==> config.mk <==
export PLATFORM = sky130hd
export DESIGN_NAME = fifo_drain_arbiter
export DESIGN_NICKNAME = d
export VERILOG_FILES = /design/src/rtl/fifo_arb_pkg.sv /design/src/rtl/rr_grant_sel.sv /design/src/rtl/fifo_drain_arbiter.sv
export SDC_FILE = /design/constraint.sdc
export NUM_CORES = 1
export LEC_CHECK = 0
export BUFFER_PORTS_ARGS = -buffer_cell sky130_fd_sc_hd__clkbuf_2
export CELL_PAD_IN_SITES_DETAIL_PLACEMENT = 1
export CELL_PAD_IN_SITES_GLOBAL_PLACEMENT = 2
export CORE_MARGIN = 8
export CORE_UTILIZATION = 24
export CTS_BUF_LIST = sky130_fd_sc_hd__clkbuf_16
export CTS_CLUSTER_DIAMETER = 40
export DETAILED_ROUTE_END_ITERATION = 6
export PLACE_DENSITY_LB_ADDON = 0.1
export SYNTH_ARGS = -nofsm -noshare
export SYNTH_HDL_FRONTEND = slang
export SYNTH_HIERARCHICAL = 1
export SYNTH_SLANG_ARGS = --single-unit
==> constraint.sdc <==
create_clock -name clk -period 2.15 [get_ports clk]
set_input_delay 0.3225 -clock clk [delete_from_list [all_inputs] [get_ports clk]]
set_output_delay 0.3225 -clock clk [all_outputs]
set_load 0.02 [all_outputs]
==> src/rtl/fifo_arb_pkg.sv <==
// rtl/fifo_arb_pkg.sv - state encoding and round-robin pick shared by fifo_drain_arbiter
package fifo_arb_pkg;

   localparam int MAX_SRC = 8;

   typedef enum logic [1:0] {
      IDLE  = 2'd0,
      BURST = 2'd1,
      DONE  = 2'd2
   } arb_state_t;

   // Nearest set bit of req at or after ptr (wrapping modulo n); ptr when req is empty.
   function automatic int rr_pick(input logic [MAX_SRC-1:0] req, input int ptr, input int n);
      int idx;
      rr_pick = ptr;
      for (int i = MAX_SRC - 1; i >= 0; i--) begin
         if (i < n) begin
            idx = (ptr + i) % n;
            if (req[idx[2:0]]) rr_pick = idx;
         end
      end
   endfunction

endpackage

==> src/rtl/rr_grant_sel.sv <==
// rtl/rr_grant_sel.sv - combinational round-robin priority encoder over the source requests
module rr_grant_sel
   import fifo_arb_pkg::*;
#(
   parameter int N_SRC = 4,
   parameter int PW    = $clog2(N_SRC)
) (
   input  logic [N_SRC-1:0] req,
   input  logic [PW-1:0]    ptr,
   output logic [PW-1:0]    gnt_idx,
   output logic             gnt_any
);

   logic [MAX_SRC-1:0] req_ext;

   always_comb begin
      req_ext            = '0;
      req_ext[N_SRC-1:0] = req;
   end

   assign gnt_idx = PW'(rr_pick(req_ext, int'(ptr), N_SRC));
   assign gnt_any = |req;

endmodule

==> src/rtl/fifo_drain_arbiter.sv <==
// rtl/fifo_drain_arbiter.sv - round-robin burst drain of N_SRC prefetch FIFOs into one stream
// Optional FIFO_ARB_LAST_EN adds out_last, flagging the BURST_LEN-th word of a burst.
module fifo_drain_arbiter
   import fifo_arb_pkg::*;
#(
   parameter int N_SRC     = 4,
   parameter int DW        = 8,
   parameter int BURST_LEN = 16
) (
   input  logic                     clk,
   input  logic                     rst_n,
   input  logic                     en,
   input  logic [N_SRC-1:0]         src_vld,
   input  logic [N_SRC*DW-1:0]      src_data,
   output logic [N_SRC-1:0]         src_rd_en,
   output logic [DW-1:0]            out_data,
   output logic                     out_vld,
   input  logic                     out_rdy,
   output logic [$clog2(N_SRC)-1:0] out_src,
   output logic                     busy
`ifdef FIFO_ARB_LAST_EN
   ,
   output logic                     out_last
`endif
);

   localparam int PW = $clog2(N_SRC);
   localparam int CW = $clog2(BURST_LEN + 1);
   localparam logic [CW-1:0] LAST_CNT = CW'(BURST_LEN - 1);
   localparam logic [PW-1:0] LAST_SRC = PW'(N_SRC - 1);

   arb_state_t    state;
   logic [PW-1:0] g;
   logic [PW-1:0] rr_ptr;
   logic [CW-1:0] cnt;
   logic [PW-1:0] sel_idx;
   logic          sel_any;
   logic          in_burst;
   logic          g_vld;
   logic          xfer;

   rr_grant_sel #(
      .N_SRC (N_SRC),
      .PW    (PW)
   ) u_sel (
      .req     (src_vld),
      .ptr     (rr_ptr),
      .gnt_idx (sel_idx),
      .gnt_any (sel_any)
   );

   // Data path is combinational from the registered grant so a word moves every cycle.
   assign in_burst = (state == BURST);
   assign g_vld    = src_vld[g];
   assign xfer     = in_burst & g_vld & out_rdy;
   assign out_vld  = in_burst & g_vld;
   assign out_data = src_data[g*DW +: DW];
   assign out_src  = g;

   always_comb begin
      src_rd_en    = '0;
      src_rd_en[g] = xfer;
   end

`ifdef FIFO_ARB_LAST_EN
   assign out_last = out_vld & (cnt == LAST_CNT);
`endif

   always_ff @(posedge clk or negedge rst_n) begin
      if (!rst_n) begin
         state  <= IDLE;
         g      <= '0;
         rr_ptr <= '0;
         cnt    <= '0;
         busy   <= 1'b0;
      end else begin
         case (state)
            IDLE: begin
               if (en && sel_any) begin
                  g     <= sel_idx;
                  cnt   <= '0;
                  busy  <= 1'b1;
                  state <= BURST;
               end
            end
            BURST: begin
               if (xfer) cnt <= cnt + 1'b1;
               // An empty source ends the burst even when nothing was transferred.
               if ((xfer && cnt == LAST_CNT) || !g_vld) state <= DONE;
            end
            DONE: begin
               rr_ptr <= (g == LAST_SRC) ? '0 : g + 1'b1;
               busy   <= 1'b0;
               state  <= IDLE;
            end
            default: begin
               busy  <= 1'b0;
               state <= IDLE;
            end
         endcase
      end
   end

endmodule
==> results of run 1 <==
## critical path, cell delays in order, from the launching register on
cell	delay [ps]
dfrtp_1	370
mux4_2	560
and3_4	230
and2_1	160
clkbuf_2	150
## worst max-delay path by stage
stage,start,endpoint,slack (ps),cells past startpoint
finish,out_src[0]$_DFFE_PN0P_,src_rd_en[0],120,4
global route,out_src[0]$_DFFE_PN0P_,src_rd_en[0],70,4
global placement,src_vld[3],src_rd_en[2],190,5
floorplan,out_src[0]$_DFFE_PN0P_,src_rd_en[0],190,4
CTS,out_src[0]$_DFFE_PN0P_,src_rd_en[0],7,4
detailed placement,src_vld[3],src_rd_en[0],170,5
## logic make-up after synthesis
kind of cell	after synthesis	synth area share (%)
AO/OA/AOI/OAI	8	5.77
adder cells (fa/ha/maj)	6	7.86
buffers and inverters	10	4.85
flip-flops	12	31.5
multiplexers	17	30.4
AND/OR/NAND/NOR	32	19.7
## flip-flops by register name (all words and copies together) (netlist names)
signal   count
rr_ptr       2
state        2
busy         1
out_src      2
cnt          5
## metal layers
metal | global-route usage (%) | vias to the layer above | part of all wire, % | wire [microns]
met5 | 0 | - | 0 | 0
met4 | 2.78 | 0 | 0.81 | 25
met3 | 2.48 | 4 | 3.0 | 93
met2 | 18.9 | 8 | 60 | 1860
met1 | 10.6 | 442 | 36 | 1120
li1 | - | 434 | - | -
## area by class of cell
type	instances	area (sq um)
clock buffers	3	75.1
clock inverters	1	3.75
well taps	50	62.6
flip-flops and latches	12	300
repair buffers	60	315
inverters	6	22.5
multi-input cells	63	613
fillers	481	2520
## stage by stage
stage	setup slack [ps]	util [%]	area, sq um	std cells	power [mW]
3_5_place_dp	169	33.0	1290	189	1.35
4_1_cts	7.40	35.3	1380	194	1.70
5_1_grt	65.1	35.6	1390	195	1.83
3_3_place_gp	192	33.0	1290	189	1.34
6_report	119	35.6	1390	195	1.69
2_1_floorplan	194	-	955	85	1.04
## cell usage in the layout (no fill, tap or decap), drive strengths merged, types with 4 or more instances in the layout
cell	netlist	layout
clkbuf	2	58
buf	2	4
mux2i	5	5
mux4	9	9
nand2	10	10
dfrtp	12	12
ha	6	6
inv	6	6
and2	5	5
## power breakdown
group	leakage, nW	total, mW	internal (mW)	switching, mW
Clock	0.0385	0.343	0.245	0.0979
Sequential	0.154	0.381	0.310	0.0713
Combinational	0.517	0.963	0.444	0.519
Total	0.709	1.69	0.999	0.688
## Yosys cell counts
cell and instances:
dfrtp_1 12, ha_1 6, clkbuf_1 2, nand2b_1 1, nand3_1 1, buf_2 1
mux4_1 1, and2b_2 2, o221a_2 1, mux2i_1 5, nor3_1 1, nand2_1 10
a2bb2oi_1 1, or4_1 1, and2b_1 1, inv_1 6, and4_1 2, nand4bb_1 1
o21ai_0 3, nor2_1 2, mux2_2 3, nor2b_1 1, and3_1 3, and3b_1 1
buf_6 1, and2_1 5, o31ai_1 1, a21oi_1 1, a21boi_0 1, mux4_2 8
## repair_timing
action                                  4_1_cts  5_1_grt
hold buffers                                  1        0
setup buffers                                 0        1
gates resized for setup                       1        1
hold endpoints to repair                     12        0
endpoints found under the setup margin        4        4
==> key figures, run 1 <==
Yosys
  – Synth area leader: dfrtp_1
  – Synth area leaders: dfrtp_1 (31%), mux4_2 (19%), ha_1 (7.9%), mux2i_1 (5.2%), nand2_1 (3.9%)
  – #FFs+latches synth: 12
  – Cells after Synth: 85
  – Syn Nets: 131
  – Yosys cell types: 30
  – Seq/Total Area, Yosys: 31.5%
  – Yosys top cell area share: 31.5%
  – Mean Syn Cell Area: 11.2 sq um
  – Ys Warns: 6
  – Mapped Area: 955 sq um

Worst setup path
  – Critical R2R Launch: out_src[0]$_DFFE_PN0P_
  – Required @ worst endpoint: 1830 ps
  – Critical Path AT: 1710 ps
  – Worst Setup Start Kind: register
  – Reg2reg path depth: 4
  – Path type of the worst setup path: register to output pin
  – Setup slack, reg-to-reg: 630 ps
  – Crit Path Max Fanout: 7
  – Crit. End Element: output pin
  – Worst reg2reg path endpoint: cnt[2]$_DFFE_PN0P_

Floorplanning
  – Core ar.: 3910 sq um
  – Row cnt: 23
  – Die X: 79.1 microns
  – Initial Util: 24.4%
  – Die H: 79.1 microns
  – Boundary Pins: 56
  – Die area: 6250 sq um

GRT
  – Overflow after GRT: 0
  – Vias in the first global route: 988
  – Largest net degree at the start of global routing: 15
  – First-pass GRT wire length: 4.90 mm
  – GRT Util Overall: 9.99%
  – Initial antenna violation count: 0

Clocking
  – Latest clock arrival within the worst-skew pair: 240 ps
  – Number of CTS-inserted buffers: 3
  – H-tree Lvls: 1
  – CTS tree: yes
  – Worst-path clk slew: 40 ps
  – Root buf cell: clkbuf_16
  – Max clock buf depth: 2
  – CTS sink cnt: 12

Timing
  – Final Hold Viols: 0
  – RSZ-0062 raised after global routing: no
  – Worst Hold Margin: 399 ps
  – Pins Over Slew Limit: 0
  – Slew HR: 77.9%
  – Final setup vio count: 0
  – Tmin final: 2030 ps
  – Fmax: 492 MHz
  – Slew @ Worst Pin: 331 ps
  – Skew final: 0.863 ps
  – Sum Neg Setup Slack: 0 ps
  – Final Cycle Share: 94.5%

Worst hold path
  – Worst hold path class: input pin to register
  – Hold path cells: 3
  – Worst Hold End: state[1]$_DFFE_PN0P_
  – Hold_sp: out_rdy

Detailed routing
  – Routed wire length: 3.09 mm
  – Drt initial violations: 8
  – WL per Instance: 15.9 microns
  – Via count: 888
  – DRC violations left: 0
  – Routed vias/inst: 4.55
  – Post-route ant nets: 0
  – First drt pass iteration count: 4

Run
  – Max-Cap Viols: 0

Power and ir drop
  – Power per standard cell area: 1210 nW/um^2
  – Pleak: 0.709 nW
  – Maximum VDD drop: 0.492 mV

Cells and area
  – Area delta synth->final: 45.9%
  – Share of layout cells above drive strength 1: 53.1%
  – Final net count: 192
  – Diode count: 0

Placement
  – Gpl congestion: 0.678
  – PortBufs: 55
  – Post-DP HPWL: 2.60 mm

Status
  – Status: complete, no violations
No activity file was read; power rests on OpenSTA's default activity.
==> run 2: changes to the inputs <==
--- a/config.mk
+++ b/config.mk
@@ -13,7 +13,7 @@
 export CTS_BUF_LIST = sky130_fd_sc_hd__clkbuf_16
 export CTS_CLUSTER_DIAMETER = 40
 export DETAILED_ROUTE_END_ITERATION = 6
-export PLACE_DENSITY_LB_ADDON = 0.1
+export PLACE_DENSITY = 0.75
 export SYNTH_ARGS = -nofsm -noshare
 export SYNTH_HDL_FRONTEND = slang
 export SYNTH_HIERARCHICAL = 1
==> key figures, run 2 (synthesized netlist as in run 1, its figures left out) <==
Timing
  – Final Cycle Share: 95.6% (was 94.5%)
  – Final setup vio count: 0 (unchanged)
  – Slew HR: 71.5% (was 77.9%)
  – Final Hold Viols: 0 (unchanged)
  – Skew final: 4.29 ps (was 0.863 ps)
  – Worst Hold Margin: 396 ps (was 399 ps)
  – Sum Neg Setup Slack: 0 ps (unchanged)
  – Pins Over Slew Limit: 0 (unchanged)
  – Slew @ Worst Pin: 425 ps (was 331 ps)
  – Tmin final: 2050 ps (was 2030 ps)
  – Fmax: 487 MHz (was 492 MHz)
  – RSZ-0062 raised after global routing: no (unchanged)

Detailed routing
  – DRC violations left: 0 (unchanged)
  – Met2 WL: 1.37 mm (was 1.86 mm)
  – Routed wire length: 3.13 mm (was 3.09 mm)
  – Post-route ant nets: 0 (unchanged)
  – DRT met1 WL: 1.35 mm (was 1.12 mm)
  – First drt pass iteration count: 2 (was 4)
  – Drt initial violations: 36 (was 8)
  – WL per Instance: 16.3 microns (was 15.9 microns)
  – Routed vias/inst: 4.74 (was 4.55)
  – Via count: 910 (was 888)
  – Met3 wire length: 361 microns (was 93 microns)
  – DR top layer: met4 (unchanged)

Worst setup path
  – CP Cell Sequence: mux4_2 -> and3_4 -> and2_1 -> clkbuf_2 (unchanged)
  – Path type of the worst setup path: register to output pin (unchanged)
  – Buffers and inverters on the worst path: 1 (unchanged)
  – Reg2reg path depth: 3 (was 4)
  – Required @ worst endpoint: 1830 ps (about the same)
  – Worst Setup Start Kind: register (unchanged)
  – Slowest cell on crit path: mux4_2 (unchanged)
  – Crit path depth: 4 (unchanged)
  – Worst stage delay on the critical path: 580 ps (was 560 ps)
  – Crit path max-delay family: multiplexers (unchanged)
  – Critical Path AT: 1730 ps (was 1710 ps)
  – Crit. End Element: output pin (unchanged)
  – Crit Path Max Fanout: 7 (unchanged)

GRT
  – First-pass GRT wire length: 4.97 mm (was 4.90 mm)
  – Vias in the first global route: 966 (was 988)
  – Largest net degree at the start of global routing: 15 (unchanged)
  – GRT Util Overall: 9.81% (was 9.99%)
  – Overflow after GRT: 0 (unchanged)
  – Initial antenna violation count: 0 (unchanged)

Clocking
  – Number of CTS-inserted buffers: 3 (unchanged)
  – CTS tree: yes (unchanged)
  – Latest clock arrival within the worst-skew pair: 240 ps (about the same)
  – Worst-path clk slew: 40 ps (about the same)
  – H-tree Lvls: 1 (unchanged)
  – Max clock buf depth: 2 (unchanged)
  – CTS sink cnt: 12 (unchanged)
  – Root buf cell: clkbuf_16 (unchanged)

Power and ir drop
  – Overall Power: 1.65 mW (was 1.69 mW)
  – Clk pwr share: 20.1% (was 20.3%)
  – Int Pwr: 977 uW (was 999 uW)
  – Psw: 674 uW (was 688 uW)
  – Pleak: 0.698 nW (was 0.709 nW)
  – Flop pwr share: 23.2% (was 22.6%)
  – Maximum VDD drop: 0.284 mV (was 0.492 mV)
  – Net Sw Frac: 40.8% (about the same)
  – Combinational Power Share: 56.7% (was 57.1%)
  – Power per standard cell area: 1200 nW/um^2 (was 1210 nW/um^2)

Worst hold path
  – Worst hold path class: input pin to register (unchanged)
  – Hold path cells: 3 (unchanged)

Placement
  – Post-DP HPWL: 2.68 mm (was 2.60 mm)
  – Gpl congestion: 0.746 (was 0.678)
  – PortBufs: 55 (unchanged)

Cells and area
  – Commonest non-fill, non-tap cell in the layout: clkbuf_2 (unchanged)
  – Area delta synth->final: 43.9% (was 45.9%)
  – Fillers: 467 (was 481)
  – Final net count: 190 (was 192)
  – Diode count: 0 (unchanged)
  – Max reg flops: 5 (unchanged)
  – Biggest register: cnt (unchanged)
  – Most frequent cells in the layout: clkbuf_2 (55), dfrtp_1 (12), nand2_1 (10) (unchanged)
  – Share of layout cells above drive strength 1: 52.8% (was 53.1%)

Floorplanning
  – Row cnt: 23 (unchanged)
  – Die X: 79.1 microns (unchanged)
  – Die area: 6250 sq um (unchanged)
  – Die H: 79.1 microns (unchanged)
  – Boundary Pins: 56 (unchanged)
  – Initial Util: 24.4% (unchanged)
  – Core ar.: 3910 sq um (unchanged)

Run
  – Max-Cap Viols: 0 (unchanged)

Status
  – Status: complete, no violations (unchanged)
-- run 2: changes by cell type in the layout (fill, tap and decap cells not counted), sizes merged --
cell and delta:
clkinv -1, buf -2
-- run 2: worst paths after layout --
kind                                        start                     end  slack [ps]
setup / recovery           out_src[0]$_DFFE_PN0P_            src_rd_en[3]         100
hold / removal                            out_rdy    state[1]$_DFFE_PN0P_         400
setup reg to reg           out_src[0]$_DFFE_PN0P_      cnt[0]$_DFFE_PN0P_         730
hold reg to reg                cnt[3]$_DFFE_PN0P_      cnt[3]$_DFFE_PN0P_         480
max in group asynchronous                   rst_n  out_src[0]$_DFFE_PN0P_        1410
min in group asynchronous                   rst_n      cnt[1]$_DFFE_PN0P_         500
-- run 2: stage by stage --
stage,utilization (%),cell area [sq um],worst slack (ps),instances
after floorplan,-,955,194,85
after global routing,35.1,1370,15.6,192
after global placement,32.8,1280,207,188
after detailed placement,32.8,1280,180,188
after CTS,35.0,1370,7.56,192
final,35.1,1370,95.2,192
-- run 2: power by group through the flow --
stage	logic, mW	registers, mW	clock network [mW]
floorplan	0.625	0.412	0
global placement	0.929	0.381	0
detailed placement	0.946	0.388	0
CTS	0.958	0.386	0.344
global route	1.04	0.400	0.354
finish	0.936	0.383	0.332
-- run 2: worst register-to-register path, cell delays in order, from the launching register on --
cell and delay [ps]:
dfrtp_1 370, mux4_2 580, and3_4 240, mux2i_1 120
-- run 2: area by class of cell --
| class | instances | area [sq um] | area share (%) |
|---|---|---|---|
| Multi-Input combinational cell | 63 | 613 | 44.6 |
| Clock buffer | 3 | 75.1 | 5.46 |
| Tap cell | 50 | 62.6 | 4.55 |
| Inverter | 6 | 22.5 | 1.64 |
| Timing Repair Buffer | 58 | 300 | 21.9 |
| Sequential cell | 12 | 300 | 21.9 |
-- run 2: layer usage --
layer | global-route usage, % | up-vias
li1 | - | 429
met1 | 11.6 | 431
met2 | 15.1 | 46
met3 | 4.18 | 4
met4 | 4.44 | 0
met5 | 0 | -
-- run 2: repair_timing --
item | in CTS | in global routing
pin swaps | 0 | 0
buffers inserted | 0 | 0
endpoints found under the setup margin | 4 | 4
endpoints found under the hold margin | 12 | 0
hold buffers | 1 | 0
resized for setup | 1 | 1
==> run 3: changes to the inputs <==
--- a/config.mk
+++ b/config.mk
@@ -8,7 +8,6 @@
 export BUFFER_PORTS_ARGS = -buffer_cell sky130_fd_sc_hd__clkbuf_2
 export CELL_PAD_IN_SITES_DETAIL_PLACEMENT = 1
 export CELL_PAD_IN_SITES_GLOBAL_PLACEMENT = 2
-export CORE_MARGIN = 8
 export CORE_UTILIZATION = 24
 export CTS_BUF_LIST = sky130_fd_sc_hd__clkbuf_16
 export CTS_CLUSTER_DIAMETER = 40
==> key figures, run 3 (synthesized netlist as in run 1, its figures left out) <==
Status
  – Status: complete, no violations (unchanged)

Power and ir drop
  – Pleak: 0.705 nW (was 0.698 nW)
  – Maximum VDD drop: 0.651 mV (was 0.284 mV)
  – Net Sw Frac: 40.1% (was 40.8%)
  – Overall Power: 1.65 mW (about the same)
  – Combinational Power Share: 56.4% (was 56.7%)
  – Power per standard cell area: 1200 nW/um^2 (about the same)
  – Psw: 664 uW (was 674 uW)
  – Int Pwr: 990 uW (was 977 uW)
  – Clk pwr share: 20.3% (was 20.1%)
  – Flop pwr share: 23.3% (was 23.2%)

Floorplanning
  – Die X: 65.1 microns (was 79.1 microns)
  – Row cnt: 22 (was 23)
  – Die H: 65.1 microns (was 79.1 microns)
  – Initial Util: 25.5% (was 24.4%)
  – Die area: 4230 sq um (was 6250 sq um)
  – Boundary Pins: 56 (unchanged)
  – Core ar.: 3740 sq um (was 3910 sq um)

Worst setup path
  – Crit. End Element: output pin (unchanged)
  – Reg2reg path depth: 3 (unchanged)
  – Required @ worst endpoint: 1830 ps (about the same)
  – Setup slack, reg-to-reg: 730 ps (about the same)
  – Critical Path AT: 1720 ps (was 1730 ps)
  – Crit Path Max Fanout: 7 (unchanged)
  – Critical R2R Launch: out_src[0]$_DFFE_PN0P_ (unchanged)
  – Path type of the worst setup path: register to output pin (unchanged)
  – Worst reg2reg path endpoint: cnt[0]$_DFFE_PN0P_ (unchanged)
  – Worst Setup Start Kind: register (unchanged)

GRT
  – First-pass GRT wire length: 4.46 mm (was 4.97 mm)
  – Vias in the first global route: 978 (was 966)
  – GRT Util Overall: 13.9% (was 9.81%)
  – Overflow after GRT: 0 (unchanged)
  – Largest net degree at the start of global routing: 15 (unchanged)
  – Initial antenna violation count: 0 (unchanged)

Worst hold path
  – Hold path cells: 3 (unchanged)
  – Worst Hold End: state[1]$_DFFE_PN0P_ (unchanged)
  – Hold_sp: out_rdy (unchanged)
  – Worst hold path class: input pin to register (unchanged)

Placement
  – Post-DP HPWL: 2.33 mm (was 2.68 mm)
  – Gpl congestion: 0.671 (was 0.746)
  – PortBufs: 55 (unchanged)

Timing
  – Skew final: 1.52 ps (was 4.29 ps)
  – Final setup vio count: 0 (unchanged)
  – Slew @ Worst Pin: 435 ps (was 425 ps)
  – Fmax: 489 MHz (was 487 MHz)
  – RSZ-0062 raised after global routing: no (unchanged)
  – Tmin final: 2040 ps (was 2050 ps)
  – Worst Hold Margin: 398 ps (was 396 ps)
  – Sum Neg Setup Slack: 0 ps (unchanged)
  – Final Hold Viols: 0 (unchanged)
  – Final Cycle Share: 95.1% (was 95.6%)
  – Slew HR: 70.8% (was 71.5%)
  – Pins Over Slew Limit: 0 (unchanged)

Detailed routing
  – Routed wire length: 2.72 mm (was 3.13 mm)
  – WL per Instance: 14.2 microns (was 16.3 microns)
  – DRC violations left: 0 (unchanged)
  – Via count: 907 (was 910)
  – Routed vias/inst: 4.72 (was 4.74)
  – First drt pass iteration count: 4 (was 2)
  – Drt initial violations: 32 (was 36)
  – Post-route ant nets: 0 (unchanged)

Clocking
  – Number of CTS-inserted buffers: 3 (unchanged)
  – Worst-path clk slew: 40 ps (about the same)
  – Root buf cell: clkbuf_16 (unchanged)
  – Latest clock arrival within the worst-skew pair: 240 ps (about the same)
  – CTS tree: yes (unchanged)
  – H-tree Lvls: 1 (unchanged)
  – Max clock buf depth: 2 (unchanged)
  – CTS sink cnt: 12 (unchanged)

Cells and area
  – Final net count: 191 (was 190)
  – Area delta synth->final: 44.8% (was 43.9%)
  – Commonest non-fill, non-tap cell in the layout: clkbuf_2 (unchanged)
  – Most frequent cells in the layout: clkbuf_2 (55), dfrtp_1 (12), nand2_1 (10) (unchanged)
  – Biggest register: cnt (unchanged)
  – Diode count: 0 (unchanged)
  – Share of layout cells above drive strength 1: 52.8% (about the same)
  – Max reg flops: 5 (unchanged)

Run
  – Max-Cap Viols: 0 (unchanged)
run 3: cell types whose count changed in the layout (fill, tap and decap cells not counted), sizes merged:
| cell | before | now |
|---|---|---|
| buf | 2 | 3 |
| clkinv | 0 | 1 |
run 3: metrics by stage:
stage / setup WS (ps) / area, sq um / utilization, % / std cells
after CTS: 19.7 / 1380 / 36.8 / 192
after global placement: 223 / 1290 / 34.4 / 187
after global routing: 31.7 / 1380 / 36.9 / 192
after floorplan: 194 / 955 / - / 85
after detailed placement: 190 / 1290 / 34.4 / 187
final: 106 / 1380 / 36.9 / 192
run 3: area by class of cell:
cell class | count | area [sq um]
Clock buffer | 3 | 75.1
Clock inverter | 1 | 3.75
Fill cell | 442 | 2360
Inverter | 6 | 22.5
Multi-Input combinational cell | 63 | 613
Sequential cell | 12 | 300
Tap cell | 48 | 60.1
Timing Repair Buffer | 59 | 308
run 3: critical path, cell delays in order (launching register included):
cell and delay (ps):
dfrtp_1 370, mux4_2 570, and3_4 230, and2_1 160, clkbuf_2 150
run 3: worst max path at each step:
stage                     slack, ps            to                   start  depth (start not counted)
final                           110  src_rd_en[1]  out_src[0]$_DFFE_PN0P_                          4
after global routing             30  src_rd_en[2]  out_src[0]$_DFFE_PN0P_                          4
after CTS                        20  src_rd_en[1]  out_src[0]$_DFFE_PN0P_                          4
after detailed placement        190  src_rd_en[1]              src_vld[3]                          5
after global placement          220  src_rd_en[1]              src_vld[3]                          5
after floorplan                 190  src_rd_en[0]  out_src[0]$_DFFE_PN0P_                          4
run 3: layer usage:
layer	global-route usage, %	share of wire [%]	up-vias
met2	25.3	46	59
met3	4.58	11	4
met5	0	0	-
met1	14.9	41	415
li1	-	-	429
met4	4.89	1.4	0
run 3: timing repair:
action | 4_1_cts | 5_1_grt
endpoints found under the setup margin | 4 | 4
hold endpoints to repair | 12 | 0
gates resized for setup | 1 | 1
setup buffers | 0 | 0
hold buffers | 1 | 0
run 3: power groups by stage:
stage	Combinational, mW	Clock, mW	Sequential [mW]
2_1_floorplan	0.625	0	0.412
3_3_place_gp	0.929	0	0.383
3_5_place_dp	0.938	0	0.388
4_1_cts	0.943	0.346	0.386
5_1_grt	1.03	0.361	0.398
6_report	0.932	0.336	0.386
